[config.mk]
export PLATFORM = sky130hd
export DESIGN_NAME = yadmc_cmd_arbiter
export DESIGN_NICKNAME = d
export VERILOG_FILES = /design/src/rtl/yadmc_pkg.sv /design/src/rtl/yadmc_rr_arb2.sv /design/src/rtl/yadmc_cmd_arbiter.sv
export SDC_FILE = /design/constraint.sdc
export NUM_CORES = 1
export LEC_CHECK = 0
export ABC_CLOCK_PERIOD_IN_PS = 2100
export CAP_MARGIN = 20
export CORE_ASPECT_RATIO = 1.1
export CORE_MARGIN = 2
export CORE_UTILIZATION = 41
export DETAILED_ROUTE_END_ITERATION = 16
export MAX_ROUTING_LAYER = met4
export PLACE_DENSITY = 0.81
export RECOVER_POWER = 25
export SLEW_MARGIN = 0
export SYNTH_ARGS = -nofsm -noshare
export SYNTH_HDL_FRONTEND = slang
export SYNTH_SLANG_ARGS = --single-unit
[constraint.sdc]
create_clock -name sdram_clk -period 2.1 [get_ports sdram_clk]
set_clock_uncertainty 0.05 [all_clocks]
set_input_delay 0.21 -clock sdram_clk [delete_from_list [all_inputs] [get_ports sdram_clk]]
set_output_delay 0.21 -clock sdram_clk [all_outputs]
set_load 0.005 [all_outputs]
[src/rtl/yadmc_pkg.sv]
// Shared definitions for the yadmc command arbiter: FSM encoding, the
// line-address width rule and the default ack timeout.
package yadmc_pkg;

    typedef enum logic [1:0] {
        ST_IDLE = 2'd0,
        ST_CMD  = 2'd1,
        ST_DONE = 2'd2
    } state_e;

    localparam int DEFAULT_TIMEOUT_CYCLES = 1023;

    // Line address drops the in-line word offset and the byte-in-word bits.
    function automatic int calc_line_aw(input int sdram_depth, input int cache_linedepth);
        return sdram_depth - cache_linedepth - 2;
    endfunction

endpackage

[src/rtl/yadmc_rr_arb2.sv]
// Two-way round-robin arbiter: one-hot grant, pointer moves past the
// winner whenever advance is high and something was granted.
module yadmc_rr_arb2 (
    input  logic       clk,
    input  logic       rst_n,
    input  logic [1:0] req,
    input  logic       advance,
    output logic [1:0] grant
);

    // ptr_q == 1 means requester 1 wins a tie.
    logic ptr_q, ptr_d;

    always_comb begin
        grant = 2'b00;
        case (req)
            2'b01:   grant = 2'b01;
            2'b10:   grant = 2'b10;
            2'b11:   grant = ptr_q ? 2'b10 : 2'b01;
            default: grant = 2'b00;
        endcase
    end

    always_comb begin
        ptr_d = ptr_q;
        if (advance && (grant != 2'b00))
            ptr_d = grant[0];
    end

    always_ff @(posedge clk or negedge rst_n) begin
        if (!rst_n)
            ptr_q <= 1'b0;
        else
            ptr_q <= ptr_d;
    end

endmodule

[src/rtl/yadmc_cmd_arbiter.sv]
// Arbitrates evict/refill requests from two cache requesters onto a single
// SDRAM controller command port, with an ack timeout and sticky error flag.
module yadmc_cmd_arbiter
    import yadmc_pkg::*;
#(
    parameter int  sdram_depth     = 25,
    parameter int  cache_linedepth = 2,
    parameter int  timeout_cycles  = DEFAULT_TIMEOUT_CYCLES,
    localparam int AW              = calc_line_aw(sdram_depth, cache_linedepth)
) (
    input  logic            sdram_clk,
    input  logic            sdram_rst_n,
    input  logic [1:0]      req_evict,
    input  logic [1:0]      req_refill,
    input  logic [2*AW-1:0] req_evict_adr,
    input  logic [2*AW-1:0] req_refill_adr,
    output logic [1:0]      req_done,
    output logic            command_evict,
    output logic            command_refill,
    output logic [AW-1:0]   evict_adr,
    output logic [AW-1:0]   refill_adr,
    input  logic            command_ack,
    input  logic            err_clr,
    output logic            timeout_err,
    output logic            busy
);

    localparam int             CW      = $clog2(timeout_cycles + 1);
    localparam logic [CW-1:0]  TO_LAST = CW'(timeout_cycles - 1);

    state_e          state_q, state_d;
    logic [1:0]      grant_q, grant_d;
    logic            cmd_evict_q, cmd_evict_d;
    logic            cmd_refill_q, cmd_refill_d;
    logic [AW-1:0]   evict_adr_q, evict_adr_d;
    logic [AW-1:0]   refill_adr_q, refill_adr_d;
    logic [1:0]      req_done_q, req_done_d;
    logic            timeout_err_q, timeout_err_d;
    logic [CW-1:0]   wait_cnt_q, wait_cnt_d;

    logic [1:0]      req_any;
    logic [1:0]      arb_grant;
    logic            arb_advance;
    logic            set_err;
    logic [AW-1:0]   evict_lane  [2];
    logic [AW-1:0]   refill_lane [2];

    assign req_any     = req_evict | req_refill;
    assign arb_advance = (state_q == ST_IDLE);

    for (genvar gi = 0; gi < 2; gi++) begin : g_lane
        assign evict_lane[gi]  = req_evict_adr[gi*AW +: AW];
        assign refill_lane[gi] = req_refill_adr[gi*AW +: AW];
    end

    yadmc_rr_arb2 u_rr (
        .clk     (sdram_clk),
        .rst_n   (sdram_rst_n),
        .req     (req_any),
        .advance (arb_advance),
        .grant   (arb_grant)
    );

    always_comb begin
        state_d      = state_q;
        grant_d      = grant_q;
        cmd_evict_d  = cmd_evict_q;
        cmd_refill_d = cmd_refill_q;
        evict_adr_d  = evict_adr_q;
        refill_adr_d = refill_adr_q;
        wait_cnt_d   = wait_cnt_q;
        req_done_d   = 2'b00;
        set_err      = 1'b0;

        case (state_q)
            ST_IDLE: begin
                if (req_any != 2'b00) begin
                    state_d      = ST_CMD;
                    grant_d      = arb_grant;
                    cmd_evict_d  = |(req_evict & arb_grant);
                    cmd_refill_d = |(req_refill & arb_grant);
                    evict_adr_d  = evict_lane[arb_grant[1]];
                    refill_adr_d = refill_lane[arb_grant[1]];
                    wait_cnt_d   = '0;
                end
            end
            ST_CMD: begin
                // An ack on the final allowed cycle still counts as success.
                if (command_ack || (wait_cnt_q == TO_LAST)) begin
                    state_d      = ST_DONE;
                    cmd_evict_d  = 1'b0;
                    cmd_refill_d = 1'b0;
                    req_done_d   = grant_q;
                    set_err      = !command_ack;
                end else begin
                    wait_cnt_d = wait_cnt_q + CW'(1);
                end
            end
            ST_DONE: state_d = ST_IDLE;
            default: state_d = ST_IDLE;
        endcase

        timeout_err_d = set_err ? 1'b1 : (err_clr ? 1'b0 : timeout_err_q);
    end

    always_ff @(posedge sdram_clk or negedge sdram_rst_n) begin
        if (!sdram_rst_n) begin
            state_q       <= ST_IDLE;
            grant_q       <= 2'b00;
            cmd_evict_q   <= 1'b0;
            cmd_refill_q  <= 1'b0;
            evict_adr_q   <= '0;
            refill_adr_q  <= '0;
            req_done_q    <= 2'b00;
            timeout_err_q <= 1'b0;
            wait_cnt_q    <= '0;
        end else begin
            state_q       <= state_d;
            grant_q       <= grant_d;
            cmd_evict_q   <= cmd_evict_d;
            cmd_refill_q  <= cmd_refill_d;
            evict_adr_q   <= evict_adr_d;
            refill_adr_q  <= refill_adr_d;
            req_done_q    <= req_done_d;
            timeout_err_q <= timeout_err_d;
            wait_cnt_q    <= wait_cnt_d;
        end
    end

    assign req_done       = req_done_q;
    assign command_evict  = cmd_evict_q;
    assign command_refill = cmd_refill_q;
    assign evict_adr      = evict_adr_q;
    assign refill_adr     = refill_adr_q;
    assign timeout_err    = timeout_err_q;
    assign busy           = (state_q != ST_IDLE);

endmodule
Yosys cells after proc, flatten, opt, wreduce, memory -nomap -nowiden
Cells that the tools add are included.

word-level totals
  flip-flop bits (word level) = 62
  bits of input ports = 92
  output and inout port bits = 48
  logic and storage cells = 64

cells by class
  add/sub/neg operators = 1
  order comparisons = 1
  eq/ne operators = 8
  mux-type cells = 25
  bitwise gates (word level) = 4
  reductions and logical operators = 15

operators by type and width
  cell                   number
  $mux 21                6
  $mux 10                2
  $pmux 10 s2            1
  $add 10x1->10 const B  1
  $eq 10x10->1 const B   1
  $mux 2                 5
  $reduce_bool 2->1      5
  $mux 1                 7
  $ne 2x2->1 const B     3
  $pmux 2 s3             1
  $reduce_and 3->1       2
  $and 2x2->2            2
  $eq 2x1->1 const B     2
  $eq 2x2->1 const B     2
  $pmux 1 s2             2
  $pmux 2 s2             1
  $reduce_and 2->1       2
  $reduce_or 2->1        2
  $ge 2x2->1 const B     1
  $logic_not 2->1        1
  $not 1->2              1
  $or 2x2->2             1
  $logic_and 1x1->1      1
  $logic_not 1->1        1
  $logic_or 1x1->1       1

Depth between registers and ports, before layout
Gate-level depths: netlist (run 1).

  depth in word-level cells = 7
  mapped depth = 7
  gate-level depth less buffers = 6

Modules after synthesis
From an unflattened synthesis (run 1), not the netlist that was laid out.

second synthesis, totals
  cells, all modules = 287
  area total of the unflattened synthesis = 2909.0 sq um

modules (own cells, without submodules)
  module             instances  cells an instance  area each (sq um)  sequential area each (sq um)
  yadmc_cmd_arbiter  1          281                2854.0             1526.5
  yadmc_rr_arb2      1          6                  55.1               25.0

Worst setup path before layout (run 1)
OpenSTA, ideal clock, no wires.

  kind = register to register
  start point = register wait_cnt_q[0]
  end point = register wait_cnt_q[4]
  library setup time = 0.122 ns
  data arrival time = 1.427 ns
  required time = 1.928 ns
  path slack = 0.502 ns
  stages on the path, launching flop included = 8
  path buffers = 1
  clock period less this slack = 1.598 ns
  path through = dfrtp_1 inv_1 ha_1 nand3_1 o31ai_4 buf_6 nand2_2 a32o_1

on the way
  word-level cells in the longest chain between the ends = 4
  elaborated cells on any way between the ends = 7
  classes of those cells = 1 x add/sub; 2 x eq/ne; 2 x mux; 2 x reduce/logical

RTL lines
  what                                                   RTL line                  source
  start, declared                                        yadmc_cmd_arbiter.sv:39   logic [CW-1:0] wait_cnt_q, wait_cnt_d;
  start signal, assigned                                 yadmc_cmd_arbiter.sv:126  wait_cnt_q <= wait_cnt_d;
  branches (longest 4 deep; another with $add 10x1->10)  --

Several ways; the timed one is not identified. The select of a mux whose other input is x is not followed.
A chain may end at the register's enable or synchronous reset.

Final worst setup path (run 1)
Same ends and word-level chain as after synthesis.

==> flow_metrics.tcl, run 1 <==
set metrics [dict create \
    endpoint_kind "flop" \
    grt_max_degree 63 \
    synth_fa_ha_area_share_pct 0.876 \
    syn_to_final_growth_pct 57.6 \
    fillers 540 \
    drtIter0Drc 149 \
    timing.fmax_mhz 523 \
    stdcell_count 518 \
    synth_nets 386 \
    hold_class "input port to flop" \
    rsz0062_at_grt "no" \
    dieArea_sq_um 7650 \
    worstPathArrival_ns 2.07 \
    sw_frac_of_total_pct 34.8 \
    start_kind "flop" \
    cp_max_fo 12 \
    final_util_pct 67.5 \
    insertion_delay_ns 0.32 \
    finalCritPeriodShare_pct 91.1 \
    wl_um 7840 \
    finalNetCount 525 \
    initial_core_util_pct 42.8 \
    clkPwrFrac_pct 15.9 \
    intPower_uw 3610 \
    yosys.area_share.simple_pct 14.4 \
    syn_avg_cell_area_sq_um 9.78 \
    dr_total_vias 2775 \
    p_seq_share_pct 35.7 \
    report.final.slew_viol_count 0 \
    cts_buffer_depth 2 \
    synth_most_common_cell "dfrtp_1" \
    combPwrFrac_pct 48.4 \
    grt_usage_pct 22.1 \
    yosysTopAreaCell "dfrtp_1" \
    p_leak_uw 0.00188 \
    die_w_um 83.6 \
    ys_warn_count 0 \
    hpwl_um 5940 \
    grt_pass1_vias 2775 \
    firstDrtPassIters 6 \
    cts_buffers 9 \
    hold_depth 2 \
    post-route-cell-area_sq_um 4500 \
    tightest_slew_ns 1.48 \
    cts_resized 0 \
    synth_commonest_cells "dfrtp_1 (62), nand2_1 (53), o22ai_1 (44)" \
    synth-xor-area-share_pct 0 \
    cap_violations 0 \
    synth_top_family_by_area "compound AO/OA/AOI/OAI gates" \
    core_area_sq_um 6670 \
    setup_viol_count_final 0 \
    overflow 0 \
    worstSetupPathType "flop to flop" \
    cts.sinks 62 \
    cts_root_buf "clkbuf_8" \
    synth_edf_count 0 \
    ys_ff_latch 62 \
    run_status "completed" \
    antenna_found_initial 0 \
    dieHeight_um 91.5 \
    post_cts_buffers 0 \
    avgViaCountPerCell 5.36 \
    ys.flop_type "dfrtp_1" \
    synthDistinctLibCells 39 \
    syn-cell-area_sq_um 2860 \
    postSynthCellCount 292 \
    netSwitchingPower_uw 1930 \
    layout_min_cycle_time_ns 1.91 \
    powerDensity_nw_per_um2 1230 \
    grt_pass1_wl_um 13100 \
    diodes 0 \
    reg2regPathDepth 6 \
    fin_hold_ws_ns 0.398 \
    wl_per_cell_um 15.1 \
    slew_headroom_pct 1.38 \
    tritoncts "done" \
    cts_max_level 3 \
    finalSetupTns_ns 0 \
    post-route-drc-count 0 \
    final_hold_viol_count 0 \
    synth_compound_area_share_pct 25.1 \
    dp_cells 501 \
    ant_nets 0 \
    dpl_cell_area_sq_um 4340 \
    worstPathRequired_ns 2.26 \
    muxShareOfSynthArea_pct 0.701 \
    cts.clk_slew.worst_paths_ns 0.07 \
    ir_drop_mv 0.610 \
    pin_count 140 \
    seq_area_frac_synth_pct 54.3 \
    place.port_buffers 139 \
    ff2ff_setup_slack_ns 0.19 \
    async_flop_share_pct 100 \
    gp_congestion 0.784 \
    synth_area_leaders "dfrtp_1 (54%), o22ai_1 (9.6%), o21ai_0 (7.5%)" \
    synth_top_cell_area_share_pct 54.3 \
    rows 31 \
    layout-drive-gt1-share_pct 7.34 \
]
-- placed cells by master (no fill, tap or decap), types with 2 or more instances in the layout --
master / count
mux2i_1: 2
buf_12: 2
o21a_1: 2
a21boi_0: 4
nand4_1: 2
ha_1: 2
o21ai_1: 3
nand2_1: 53
and2_1: 2
nor3_1: 2
inv_1: 5
and3_1: 2
a2bb2oi_1: 2
o22ai_1: 44
dfrtp_1: 62
clkbuf_8: 10
o22a_1: 4
clkinv_2: 3
nand3_1: 7
a21oi_1: 4
o21ai_0: 43
o32ai_1: 2
nor2_1: 7
nor2b_1: 2
clkbuf_1: 2
buf_4: 6
clkdlybuf4s50_1: 138
-- worst paths after layout --
check,from,end
worst max register to register,wait_cnt_q[0],wait_cnt_q[4]
worst min register to register,refill_adr[6],refill_adr[6]
worst max-delay path,wait_cnt_q[0],wait_cnt_q[4]
worst min-delay path,err_clr,timeout_err
min in group asynchronous,sdram_rst_n,evict_adr[16]
max in group asynchronous,sdram_rst_n,wait_cnt_q[7]
-- flip-flops by register name, summed over array words and instances, names as in the netlist --
| signal | cells |
|---|---|
| command_evict | 1 |
| command_refill | 1 |
| timeout_err | 1 |
| evict_adr | 21 |
| refill_adr | 21 |
| grant_q | 2 |
| wait_cnt_q | 10 |
| u_rr.ptr_q | 1 |
| state_q | 2 |
| req_done | 2 |
-- layer usage --
metal | share of wire (%) | up-vias | global-route usage, %
met5 | 0 | - | -
met4 | 2.6 | 0 | 8.06
met3 | 6.3 | 18 | 6.73
met2 | 50 | 118 | 37.1
met1 | 41 | 1297 | 24.9
li1 | - | 1342 | -
-- kinds of logic after synthesis --
group | after synthesis
AND/OR/NAND/NOR | 86
multiplexers | 2
AO/OA/AOI/OAI | 114
flip-flops | 62
buffers and inverters | 26
adder cells (fa/ha/maj) | 2
-- stage by stage --
step / power [uW] / worst slack [ns]
after detailed placement: 4710 / 0.129
after global routing: 5970 / 0.0327
after CTS: 5610 / 0.194
after global placement: 4610 / 0.195
after floorplan: 3220 / 0.502
final: 5530 / 0.188
-- power groups by stage --
stage          logic [uW]  clock network, uW  registers (uW)
6_report             2680                881            1970
5_1_grt              2960                968            2040
4_1_cts              2720                913            1980
3_5_place_dp         2710                  0            2000
3_3_place_gp         2620                  0            1980
2_1_floorplan        1200                  0            2020
-- worst max-delay path, cell delays in order (launching register included) --
cell	delay (ns)
dfrtp_1	0.43
inv_1	0.08
ha_1	0.14
nand3_1	0.15
o31ai_4	0.55
nand2_2	0.15
a32o_1	0.25
-- final cells by class --
class / instances / area [sq um] / area share [%]
Multi-Input combinational cell: 204 / 1170 / 26.1
Clock inverter: 4 / 22.5 / 0.500
Clock buffer: 12 / 145 / 3.22
Inverter: 5 / 18.8 / 0.417
Sequential cell: 62 / 1550 / 34.5
Timing Repair Buffer: 149 / 1490 / 33.0
Tap cell: 82 / 103 / 2.28
-- what timing repair did --
item,in CTS,in global routing
endpoints found under the setup margin,0,0
endpoints found under the hold margin,62,0
hold buffers,1,0
Power figures use the tool's default switching activity.
==> inputs of run 2 (changes only) <==
- CORE_UTILIZATION: 41 -> 62
- DONT_BUFFER_PORTS: not set -> 1
- PLACE_DENSITY: 0.81 -> 0.78
==> run 2 against run 1 <==
  * Design area shrank 31%
  * Non-clock buffer count shrank 140
  * Sequential power grew 8%
  * Die area shrank 32%
  * Fmax grew 1.7%
  * Clock power grew 31%
  * Sequential cell count is the same
  * Cell count shrank 32%
  * Hold slack lost 0.39 ns
  * Setup slack gained 0.032 ns
  * Largest power group is now sequential cells
==> flow_metrics.tcl, run 2 (synthesis gave the netlist of run 1 again) <==
set metrics [dict create \
    worst_path_dominant_cell_family "compound AO/OA/AOI/OAI gates" \
    grt_pass1_wl_um 9780 \
    worstPathRequired_ns 2.28 \
    report.final.slew_viol_count 0 \
    ant_nets 0 \
    pin_count 140 \
    die_w_um 68.7 \
    setup_ws_ns 0.220 \
    cap_violations 0 \
    ff2ff_setup_slack_ns 0.22 \
    tritoncts "done" \
    dieArea_sq_um 5160 \
    wl_per_cell_um 18.5 \
    place.port_buffers 0 \
    rsz0062_at_grt "no" \
    ir_drop_mv 0.969 \
    hpwl_um 4440 \
    finalSetupTns_ns 0 \
    reg2reg_to "wait_cnt_q[4]" \
    grt_pass1_vias 2109 \
    layout_common_cells "dfrtp_1 (62), nand2_1 (53), o22ai_1 (44), o21ai_0 (43), clkbuf_8 (10)" \
    cts.clk_slew.worst_paths_ns 0.07 \
    run_status "completed" \
    diodes 0 \
    layout_min_cycle_time_ns 1.88 \
    layout_commonest_cell "dfrtp_1" \
    holdCritStartpoint "req_evict_adr[18]" \
    layout-drive-gt1-share_pct 9.46 \
    holdBufCountCts 4 \
    timing.fmax_mhz 532 \
    cp_max_fo 12 \
    cp_num_buf_inv 1 \
    min_to "evict_adr[18]" \
    overflow 0 \
    cp-startpoint "wait_cnt_q[0]" \
    reg2regPathDepth 6 \
    fin_hold_ws_ns 0.00798 \
    path_cells "inv_1 -> ha_1 -> nand3_1 -> o31ai_4 -> nand2_2 -> a32o_1" \
    regToRegStartpoint "wait_cnt_q[0]" \
    finalCritPeriodShare_pct 89.5 \
    post_cts_buffers 0 \
    cts_resized 0 \
    hold_depth 2 \
    p_leak_uw 0.00135 \
    combPwrFrac_pct 30.3 \
    dieHeight_um 75.2 \
    syn_to_final_growth_pct 8.55 \
    p_seq_share_pct 45.2 \
    final_util_pct 70.8 \
    antenna_found_initial 0 \
    firstDrtPassIters 4 \
    cts.sinks 62 \
    insertion_delay_ns 0.34 \
    cts_root_buf "clkbuf_8" \
    cts_buffer_depth 2 \
    dr_total_vias 2238 \
    core_area_sq_um 4380 \
    grt_usage_pct 27.0 \
    worstSetupPathType "flop to flop" \
    finalNetCount 385 \
    post-route-drc-count 0 \
    cp_slowest_cell "o31ai_4" \
    dp_cells 330 \
    slew_headroom_pct 1.81 \
    cpPeakStageDelay_ns 0.55 \
    rows 25 \
    setup_viol_count_final 0 \
    final_hold_viol_count 0 \
    tightest_slew_ns 1.47 \
    start_kind "flop" \
    avgViaCountPerCell 6.39 \
    preCtsSetupSlack_ns 0.246 \
    clkPwrFrac_pct 24.5 \
    worstPathArrival_ns 2.06 \
    initial_core_util_pct 65.2 \
    grt_max_degree 63 \
    stdcell_count 350 \
    powerDensity_nw_per_um2 1520 \
    gp_congestion 0.856 \
    intPower_uw 2920 \
    endpoint_kind "flop" \
    hold_class "input port to flop" \
    drtIter0Drc 128 \
    netSwitchingPower_uw 1780 \
    sw_frac_of_total_pct 37.9 \
    cts_max_level 3 \
    cts_buffers 9 \
    wl_um 6480 \
]
-- run 2: changes by cell type in the layout (fill, tap and decap cells not counted), sizes merged --
cell and delta:
dlygate4sd3 +2, clkdlybuf4s50 -138, buf -4, clkinv -1, bufinv +2, clkinvlp -1
-- run 2: area by class of cell --
type,instances,area (sq um)
clock inverter,4,70.1
multi-input combinational,204,1170
tap,54,67.6
fill,334,1280
clock buffer,12,145
sequential,62,1550
timing repair buffer,9,72.6
inverter,5,18.8
-- run 2: worst max-delay path by stage --
stage                     to  slack, ns  depth (start not counted)
5_1_grt        wait_cnt_q[0]       0.05                          2
3_5_place_dp   wait_cnt_q[4]       0.25                          6
4_1_cts        wait_cnt_q[4]       0.22                          6
2_1_floorplan  wait_cnt_q[4]       0.50                          7
3_3_place_gp   wait_cnt_q[4]       0.31                          6
6_report       wait_cnt_q[4]       0.22                          6
-- run 2: power groups by stage --
stage               logic, uW  clock network, uW  registers, uW
global route             1650               1210           2190
floorplan                1200                  0           2020
finish                   1420               1150           2120
global placement         1330                  0           2130
CTS                      1440               1160           2130
detailed placement       1400                  0           2140
-- run 2: worst reg2reg max path, stage by stage, from the launching register on --
cell and delay, ns:
dfrtp_1 0.42, inv_1 0.08, ha_1 0.14, nand3_1 0.14
o31ai_4 0.55, nand2_2 0.15, a32o_1 0.24
-- run 2: layer usage --
metal	routed length, um	up-vias	share of wire (%)	global-route usage [%]
li1	-	1066	-	-
met1	2590	1045	40	30.1
met2	3240	113	50	46.0
met3	512	14	7.9	6.13
met4	136	0	2.1	12.0
met5	0	-	0	-
-- run 2: stage by stage --
stage               power, uW  cell area, sq um
global placement         3460              2850
global route             5050              3100
floorplan                3220              2860
detailed placement       3550              2850
CTS                      4720              3120
finish                   4700              3100
